`config.mk`:
```
export PLATFORM = sky130hd
export DESIGN_NAME = tdm_demux2to1
export DESIGN_NICKNAME = d
export VERILOG_FILES = /design/src/rtl/tdm_pkg.sv /design/src/rtl/sat_counter.sv /design/src/rtl/tdm_demux2to1.sv
export SDC_FILE = /design/constraint.sdc
export NUM_CORES = 1
export LEC_CHECK = 0
export CAP_MARGIN = 40
export CELL_PAD_IN_SITES_DETAIL_PLACEMENT = 1
export CELL_PAD_IN_SITES_GLOBAL_PLACEMENT = 1
export CORE_MARGIN = 4
export CORE_UTILIZATION = 30
export CTS_CLUSTER_SIZE = 20
export DETAILED_ROUTE_END_ITERATION = 16
export GPL_TIMING_DRIVEN = 0
export HOLD_SLACK_MARGIN = 0.06
export PLACE_DENSITY = 0.73
export SYNTH_ARGS = -nofsm -noshare
export SYNTH_HDL_FRONTEND = slang
export SYNTH_HIERARCHICAL = 1
export SYNTH_SLANG_ARGS = --single-unit
```
`constraint.sdc`:
```
create_clock -name clk -period 4.9 [get_ports clk]
set_clock_uncertainty 0.15 [all_clocks]
set_input_delay 0.98 -clock clk [delete_from_list [all_inputs] [get_ports clk]]
set_output_delay 0.98 -clock clk [all_outputs]
set_load 0.01 [all_outputs]
```
`src/rtl/tdm_pkg.sv`:
```
// Definitions shared by the TDM receive-side demux and the future transmit-side serialiser.
package tdm_pkg;

    typedef enum logic [1:0] {
        HUNT     = 2'd0,
        EXPECT_A = 2'd1,
        EXPECT_B = 2'd2
    } tdm_state_e;

    localparam logic SLOT_A = 1'b0;
    localparam logic SLOT_B = 1'b1;

endpackage

```
`src/rtl/sat_counter.sv`:
```
// Generic saturating up-counter: holds at all-ones instead of wrapping.
module sat_counter #(
    parameter int W = 8
) (
    input  logic         clk,
    input  logic         rst_n,
    input  logic         inc,
    output logic [W-1:0] count
);

    logic [W-1:0] count_q;
    logic [W-1:0] count_d;

    always_comb begin
        count_d = count_q;
        if (inc && (count_q != {W{1'b1}})) begin
            count_d = count_q + {{(W-1){1'b0}}, 1'b1};
        end
    end

    always_ff @(posedge clk or negedge rst_n) begin
        if (!rst_n) begin
            count_q <= '0;
        end else begin
            count_q <= count_d;
        end
    end

    assign count = count_q;

endmodule

```
`src/rtl/tdm_demux2to1.sv`:
```
// De-interleaves an A,B,A,B slot stream into two registered channels with slip detection.
// Optional saturating slip counter enabled by defining TDM_DEMUX_ERRCNT_EN.
module tdm_demux2to1
    import tdm_pkg::*;
#(
    parameter int WIDTH    = 8,
    parameter int ERRCNT_W = 8
) (
    input  logic                clk,
    input  logic                rst_n,
    input  logic [WIDTH-1:0]    din,
    input  logic                din_valid,
    input  logic                din_sync,
    output logic [WIDTH-1:0]    out_a,
    output logic [WIDTH-1:0]    out_b,
    output logic                valid_a,
    output logic                valid_b,
    output logic                pair_valid,
    output logic                locked,
    output logic                slip_err,
    output logic [ERRCNT_W-1:0] err_count
);

    tdm_state_e       state_q, state_d;
    logic [WIDTH-1:0] out_a_q, out_a_d;
    logic [WIDTH-1:0] out_b_q, out_b_d;
    logic             valid_a_q, valid_a_d;
    logic             valid_b_q, valid_b_d;
    logic             pair_q, pair_d;
    logic             slip_q, slip_d;
    logic             slot_id;

    assign slot_id = din_sync ? SLOT_A : SLOT_B;

    always_comb begin
        state_d   = state_q;
        out_a_d   = out_a_q;
        out_b_d   = out_b_q;
        valid_a_d = 1'b0;
        valid_b_d = 1'b0;
        pair_d    = 1'b0;
        slip_d    = 1'b0;
        if (din_valid) begin
            case (state_q)
                HUNT: begin
                    if (slot_id == SLOT_A) begin
                        out_a_d   = din;
                        valid_a_d = 1'b1;
                        state_d   = EXPECT_B;
                    end
                end
                EXPECT_B: begin
                    if (slot_id == SLOT_B) begin
                        out_b_d   = din;
                        valid_b_d = 1'b1;
                        pair_d    = 1'b1;
                        state_d   = EXPECT_A;
                    end else begin
                        // Repeated sync: restart the pair on the newer A word.
                        slip_d    = 1'b1;
                        out_a_d   = din;
                        valid_a_d = 1'b1;
                    end
                end
                EXPECT_A: begin
                    if (slot_id == SLOT_A) begin
                        out_a_d   = din;
                        valid_a_d = 1'b1;
                        state_d   = EXPECT_B;
                    end else begin
                        slip_d  = 1'b1;
                        state_d = HUNT;
                    end
                end
                default: state_d = HUNT;
            endcase
        end
    end

    always_ff @(posedge clk or negedge rst_n) begin
        if (!rst_n) begin
            state_q   <= HUNT;
            out_a_q   <= '0;
            out_b_q   <= '0;
            valid_a_q <= 1'b0;
            valid_b_q <= 1'b0;
            pair_q    <= 1'b0;
            slip_q    <= 1'b0;
        end else begin
            state_q   <= state_d;
            out_a_q   <= out_a_d;
            out_b_q   <= out_b_d;
            valid_a_q <= valid_a_d;
            valid_b_q <= valid_b_d;
            pair_q    <= pair_d;
            slip_q    <= slip_d;
        end
    end

    assign out_a      = out_a_q;
    assign out_b      = out_b_q;
    assign valid_a    = valid_a_q;
    assign valid_b    = valid_b_q;
    assign pair_valid = pair_q;
    assign slip_err   = slip_q;
    assign locked     = (state_q != HUNT);

`ifdef TDM_DEMUX_ERRCNT_EN
    // Counts on the same edge that raises slip_err, so both update together.
    sat_counter #(
        .W(ERRCNT_W)
    ) u_errcnt (
        .clk   (clk),
        .rst_n (rst_n),
        .inc   (slip_d),
        .count (err_count)
    );
`else
    assign err_count = '0;
`endif

endmodule

```
After elaboration in Yosys (flattened, before gate mapping)
Cells that the tools add are included.
{"block": "totals", "reg_bits": 21, "latch_bits": 0, "ramBits": 0, "mem_bits_ro": 0, "input_bits": 12, "output_inout_bits": 29, "word_cells": 29, "n_memories": 0}
{"block": "op_classes", "n_addsub": 0, "n_mul": 0, "div": 0, "order_cmp": 0, "n_eq_ne": 4, "n_shift": 0, "mux": 12, "bitwise": 1, "n_reduce_logical": 6}
{"operator": "3-bit AND reduction", "n": 3}
{"operator": "1-bit two-way mux", "n": 7}
{"operator": "2-bit two-way mux", "n": 3}
{"operator": "2-bit case mux with 3 select lines", "n": 1}
{"operator": "2-bit != test (second input constant)", "n": 2}
{"operator": "3-bit OR reduction", "n": 1}
{"operator": "2-bit by 1-bit == test with 1-bit output (second input constant)", "n": 1}
{"operator": "2-bit == test (second input constant)", "n": 1}
{"operator": "2-bit zero test", "n": 1}
{"operator": "1-bit case mux with 2 select lines", "n": 1}
{"operator": "2-bit nonzero test", "n": 1}
{"operator": "1-bit inverter", "n": 1}

Logic depth before layout (Yosys ltp)
Gate-level depths: netlist (run 1).
{"block": "logic_depth", "depth_word": 4, "mapped_depth": 3, "ltp_nobuf": 3}

Worst setup path before layout (run 1)
No wires, ideal clock.
{"block": "synth_path", "path_kind": "input to register", "startpoint": "in din_sync", "endpoint": "reg out_b_q[0] (netlist: out_b[0])", "setup_ns": 0.125, "arrival_ns": 1.802, "setup_slack_ns": 2.823, "stages": 2, "n_path_buf": 0, "path_cell_list": "nor4_4 -> mux2_2"}
{"block": "synth_via", "elab_chain_cells": 2}
{"element": "from (decl)", "line": "tdm_demux2to1.sv:13", "rtl": "input logic din_sync,"}
{"element": "1-bit inverter (no source line)"}
{"element": "3-bit AND reduction (no source line)"}
{"element": "to (signal assigned)", "line": "tdm_demux2to1.sv:92", "rtl": "out_b_q <= out_b_d;"}
{"element": "to (decl)", "line": "tdm_demux2to1.sv:26", "rtl": "logic [WIDTH-1:0] out_b_q, out_b_d;"}
No other way between the ends.
A chain may end at the register's enable or synchronous reset.

Final worst setup path (run 1)
{"block": "layout_path", "startpoint": "reg state_q[0]", "endpoint": "out locked"}
{"block": "layout_via", "elab_chain_cells": 1}
{"element": "from (decl)", "line": "tdm_demux2to1.sv:24", "rtl": "tdm_state_e state_q, state_d;"}
{"element": "from (signal assigned)", "line": "tdm_demux2to1.sv:90", "rtl": "state_q <= state_d;"}
{"element": "2-bit nonzero test", "line": "tdm_demux2to1.sv:106", "rtl": "assign locked = (state_q != HUNT);"}
{"element": "to (decl)", "line": "tdm_demux2to1.sv:19", "rtl": "output logic locked,"}
No other way between the ends.

==> reports/metrics.yaml, run 1 <==
finish:
  fin_util: 0.467
  final_area_mm2: 0.00129
  layoutNonFillerInstCount: 135
  layout.nets: 117
  area.growth.synth_to_final_pct: 49.8
  drive_gt1_frac: 0.337
  diodes: 0
sta:
  finalHoldViolations: 0
  final.setup.tns_ns: 0
  worstMarginPinSlew_ns: 0.735
  grt_setup_unrepaired: "false"
  post-route-min-period_ns: 2.68
  slew_headroom: 0.506
  finalSetupViolCount: 0
  slew_viol_final: 0
  maxClockFrequency_ghz: 0.373
  fin_crit_sh: 0.547
yosys:
  synthFlopType: "dfrtp_1"
  seq_area_frac_synth: 0.611
  synth.distinct_cells: 14
  ys_warn_count: 6
  synth_area_per_cell_um2: 14.3
  synth_cells: 60
  synth.most_common_cell: "dfrtp_1"
  ys_top_cells_by_count: "dfrtp_1 (21), mux2_2 (16), buf_4 (9)"
  synth_area_um2: 860
  yosysTopAreaCellShare: 0.611
  ys_ff_latch: 21
  async_reset_ff_frac: 1.00
  yosysTopAreaCell: "dfrtp_1"
  synth_edf_count: 0
  ys_top_cells_by_area: "dfrtp_1 (61%), mux2_2 (21%), buf_4 (7.9%)"
clocking:
  post-cts-setup-buffer-count: 0
  clock-sinks: 21
  cts_resized: 0
  cts_tree: "done"
  path_clk_slew_ns: 0.12
  ctsHoldBuffers: 0
  clock_path_buffers: 2
  clockRootBuffer: "clkbuf_4"
  cts_made_buffers: 3
  cts.htree.levels: 1
  clock_latency_ns: 0.30
grt:
  grt_util_met3: 0.0566
  grt_max_degree: 16
  grt_pass1_vias: 656
  grt_usage: 0.108
  met2_usage: 0.176
  grt-ovfl-total: 0
  grt_pass1_wl_um: 2870
  grtUsageMet1: 0.113
  antenna_found_initial: 0
  grt-busiest-layer: "met2"
floorplan:
  start_util: 0.312
  die_w_um: 61.5
  ios: 41
  core-area_mm2: 0.00276
  rows: 19
  fp.dieH_um: 61.5
  die_area_mm2: 0.00379
job:
  maxCapViolations: 0
hold_path:
  hp-start: "out_a[1]$_DFFE_PN0P_"
  hold_class: "flop to flop"
drt:
  wl_um: 1770
  drt-wirelength-per-cell_um: 13.1
  vias_per_cell: 4.30
  drc: 0
  num_vias: 581
  drt-initial-drc-count: 8
  ant_nets: 0
  drtPass1Iterations: 2
place:
  dp.cells: 131
  port_buffers: 32
  dpl.hpwl_um: 1400
  place_congestion: 0.613
  post_dp_cell_area_mm2: 0.00126
worst_setup_path:
  crit_arrival_ns: 1.55
  crit_path_start_kind: "flop"
  crit_required_ns: 3.77
  crit_start: "state_q[0]$_DFFE_PN0P_"
  r2r-start: "state_q[0]$_DFFE_PN0P_"
  rrSetupSlack_ns: 3.07
  path_class: "flop to output pin"
  crit_path_end_kind: "output pin"
  cp_max_fo: 6
outcome:
  outcome: "finished clean"
pwr:
  p_leak_nw: 0.585
  peakVddDrop_mv: 0.228
  p_per_area_mw_per_mm2: 358
-- metal layers --
metal	vias to the layer above	part of all wire
li1	272	-
met1	275	0.36
met2	30	0.48
met3	4	0.13
met4	0	0.020
met5	-	0
-- worst max-delay path: stages, from the launching register on --
cell and delay (ns):
dfrtp_1 0.47, or2_2 0.30, clkdlybuf4s50_1 0.47
-- where the power goes --
part / leakage (nW) / switching [W] / internal (W)
sequential: 0.255 / 0.0000178 / 0.000207
combinational: 0.312 / 0.0000553 / 0.0000976
clock: 0.0177 / 0.0000524 / 0.0000305
total: 0.585 / 0.000125 / 0.000335
-- flip-flops by register name, summed over array words and instances (netlist names) --
name        cells
state_q         2
out_a           8
pair_valid      1
slip_err        1
out_b           8
valid_a         1
-- worst paths after layout --
check	cells past startpoint	to
worst min register to register	1	out_a[1]$_DFFE_PN0P_
max in group asynchronous	2	valid_a$_DFF_PN0_
worst min-delay path	1	out_a[1]$_DFFE_PN0P_
worst max register to register	2	out_b[4]$_DFFE_PN0P_
min in group asynchronous	1	out_b[2]$_DFFE_PN0P_
worst max-delay path	2	locked
-- kinds of logic after synthesis --
group,synth area share
buf+inv,0.0961
other cells,0.00436
compound gates,0.0218
flops,0.611
mux,0.210
simple gates,0.0568
-- per-stage QoR --
stage	hold slack (ns)	setup slack [ns]	power [W]
after global routing	0.394	2.12	0.000491
final	0.365	2.22	0.000461
after floorplan	0.400	2.82	0.000290
after global placement	0.338	2.08	0.000378
after CTS	0.371	2.20	0.000469
after detailed placement	0.344	2.04	0.000384
-- final cells by class --
type	instances	area [um2]
clock inverters	1	5.00
flip-flops and latches	21	526
well taps	31	38.8
clock buffers	3	22.5
repair buffers	33	335
inverters	4	15.0
plain buffers	9	67.6
fillers	306	1470
multi-input cells	33	278
-- cells in the final DEF, fill, tap and decap left out, drive strengths merged --
cell type | synthesis | layout
or3 | 1 | 1
o21ai | 1 | 1
clkinv | 0 | 1
dfrtp | 21 | 21
inv | 4 | 4
a21oi | 1 | 1
nor4 | 1 | 1
or2 | 1 | 1
a21o | 1 | 1
clkdlybuf4s50 | 0 | 32
nand2 | 1 | 1
buf | 9 | 10
nand3 | 2 | 2
clkbuf | 0 | 3
mux2 | 16 | 16
conb | 1 | 8
(Power assumes the default switching activity.)
==> inputs of run 2 (changes only) <==
--- a/config.mk
+++ b/config.mk
@@ -9,12 +9,12 @@
 export CELL_PAD_IN_SITES_DETAIL_PLACEMENT = 1
 export CELL_PAD_IN_SITES_GLOBAL_PLACEMENT = 1
 export CORE_MARGIN = 4
-export CORE_UTILIZATION = 30
+export CORE_UTILIZATION = 27
 export CTS_CLUSTER_SIZE = 20
 export DETAILED_ROUTE_END_ITERATION = 16
 export GPL_TIMING_DRIVEN = 0
 export HOLD_SLACK_MARGIN = 0.06
-export PLACE_DENSITY = 0.73
+export PLACE_DENSITY = 0.69
 export SYNTH_ARGS = -nofsm -noshare
 export SYNTH_HDL_FRONTEND = slang
 export SYNTH_HIERARCHICAL = 1
==> constraint.sdc (replaced) <==
create_clock -name clk -period 2.4 [get_ports clk]
set_clock_uncertainty 0.15 [all_clocks]
set_input_delay 0.48 -clock clk [delete_from_list [all_inputs] [get_ports clk]]
set_output_delay 0.48 -clock clk [all_outputs]
set_load 0.01 [all_outputs]
==> reports/metrics.yaml, run 2 (synthesis gave the netlist of run 1 again) <==
pwr:
  p_per_area_mw_per_mm2: 725  # +100%
  peakVddDrop_mv: 0.350  # +53%
  p_leak_nw: 0.582  # -0.47%
worst_setup_path:
  crit_path_end_kind: "output pin"
  crit_path_start_kind: "flop"
  rr_worst_depth: 2  # unchanged
  r2r_end: "out_b[4]$_DFFE_PN0P_"
  path_class: "flop to output pin"
  crit_arrival_ns: 1.54  # about the same
  r2r-start: "state_q[0]$_DFFE_PN0P_"
  rrSetupSlack_ns: 0.60  # -2.47 ns
  cp_max_fo: 6  # unchanged
  crit_required_ns: 1.77  # -2.00 ns
clocking:
  clock-sinks: 21  # unchanged
  clockRootBuffer: "clkbuf_4"
  cts_resized: 0  # unchanged
  cts_made_buffers: 3  # unchanged
  path_clk_slew_ns: 0.12  # about the same
  cts_tree: "done"
  clock_path_buffers: 2  # unchanged
  ctsHoldBuffers: 0  # unchanged
  cts.htree.levels: 1  # unchanged
  clock_latency_ns: 0.30  # about the same
  post-cts-setup-buffer-count: 0  # unchanged
finish:
  area.growth.synth_to_final_pct: 51.5
  layoutNonFillerInstCount: 148  # +9.6%
  drive_gt1_frac: 0.327  # -0.00962
  multi_input_area_um2: 278  # unchanged
  layout.nets: 117  # unchanged
  layout_common_cells: "clkdlybuf4s50_1 (32), dfrtp_1 (21), mux2_2 (16), buf_4 (9), conb_1 (8)"
  diodes: 0  # unchanged
  layout_commonest_cell: "clkdlybuf4s50_1"
  seq_area_um2: 526  # unchanged
  fill_cells: 352  # +15%
drt:
  drtPass1Iterations: 2  # unchanged
  drt-initial-drc-count: 8  # unchanged
  wl_um: 1820  # +3.3%
  vias_per_cell: 3.89  # -9.6%
  top_layer: "met3"
  wl_met3_um: 208  # -11%
  routed-wl-met2_um: 883  # +3.9%
  wl_met1_um: 732  # +14%
  drt-wirelength-per-cell_um: 12.3  # -5.7%
  ant_nets: 0  # unchanged
  num_vias: 576  # -0.86%
  drc: 0  # unchanged
sta:
  finalHoldViolations: 0  # unchanged
  post-route-min-period_ns: 2.17
  worstMarginPinSlew_ns: 0.704  # -0.0304 ns
  final.setup.tns_ns: 0  # unchanged
  maxClockFrequency_ghz: 0.461
  slew_headroom: 0.527  # +0.0204
  grt_setup_unrepaired: "false"
  slew_viol_final: 0  # unchanged
  fin_crit_sh: 0.904
  finalSetupViolCount: 0  # unchanged
place:
  place_congestion: 0.627  # +2.2%
  port_buffers: 32  # unchanged
  dp.cells: 144  # +9.9%
  dpl.hpwl_um: 1410  # +0.60%
outcome:
  outcome: "finished clean"
floorplan:
  rows: 20  # +1
  core-area_mm2: 0.00305  # +11%
  start_util: 0.282  # -0.0301
  fp.dieH_um: 64.4  # +4.7%
  die_area_mm2: 0.00415  # +9.6%
  die_w_um: 64.4  # +4.7%
  ios: 41  # unchanged
hold_path:
  hold_class: "input pin to asynchronous set/reset pin"
grt:
  grt-ovfl-total: 0  # unchanged
  antenna_found_initial: 0  # unchanged
  grt_pass1_vias: 648  # -1.2%
  grt_pass1_wl_um: 3150  # +9.6%
  grt_usage: 0.0968  # -0.0112
  grt_max_degree: 16  # unchanged
job:
  maxCapViolations: 0  # unchanged
run 2: per-stage QoR:
step	util	hold slack (ns)	power (W)	setup WS (ns)	area, um2
finish	0.427	0.296	0.000945	0.231	1300
global route	0.427	0.303	0.00101	0.162	1300
CTS	0.427	0.293	0.000959	0.210	1300
detailed placement	0.418	0.347	0.000785	0.0524	1280
global placement	0.413	0.337	0.000772	0.0561	1260
floorplan	-	0.0344	0.000591	0.823	886
run 2: worst max-delay path by stage:
stage	startpoint	endpoint	slack (ns)
2_1_floorplan	din_sync	out_b[0]$_DFFE_PN0P_	0.82
4_1_cts	state_q[0]$_DFFE_PN0P_	locked	0.21
3_3_place_gp	din_valid	out_b[3]$_DFFE_PN0P_	0.06
5_1_grt	state_q[0]$_DFFE_PN0P_	locked	0.16
6_report	state_q[0]$_DFFE_PN0P_	locked	0.23
3_5_place_dp	din_valid	out_b[6]$_DFFE_PN0P_	0.05
run 2: area by class of cell:
class | count | area share
flip-flops and latches | 21 | 0.403
repair buffers | 33 | 0.257
multi-input cells | 33 | 0.213
plain buffers | 9 | 0.0519
well taps | 44 | 0.0423
clock buffers | 4 | 0.0202
inverters | 4 | 0.0115
run 2: critical path, stage by stage (launching register included):
cell and delay [ns]:
dfrtp_1 0.47, or2_2 0.30, clkdlybuf4s50_1 0.48
run 2: routing by layer:
| layer | vias to the layer above | global-route usage |
|---|---|---|
| met5 | - | 0 |
| met4 | 0 | 0.0158 |
| met3 | 0 | 0.0399 |
| met2 | 26 | 0.159 |
| met1 | 279 | 0.121 |
| li1 | 271 | - |
run 2: where the power goes:
group / internal, W / total [W] / switching [W]
sequential: 0.000423 / 0.000461 / 0.0000382
combinational: 0.000199 / 0.000313 / 0.000114
clock: 0.0000647 / 0.000171 / 0.000106
total: 0.000687 / 0.000945 / 0.000258
==> inputs of run 3 (changes only) <==
--- a/config.mk
+++ b/config.mk
@@ -12,9 +12,11 @@
 export CORE_UTILIZATION = 27
 export CTS_CLUSTER_SIZE = 20
 export DETAILED_ROUTE_END_ITERATION = 16
+export GPL_ROUTABILITY_DRIVEN = 1
 export GPL_TIMING_DRIVEN = 0
 export HOLD_SLACK_MARGIN = 0.06
 export PLACE_DENSITY = 0.69
+export SLEW_MARGIN = 20
 export SYNTH_ARGS = -nofsm -noshare
 export SYNTH_HDL_FRONTEND = slang
 export SYNTH_HIERARCHICAL = 1
==> results of run 3 <==
The final DEF is identical to that of run 2; final timing and power are the same.
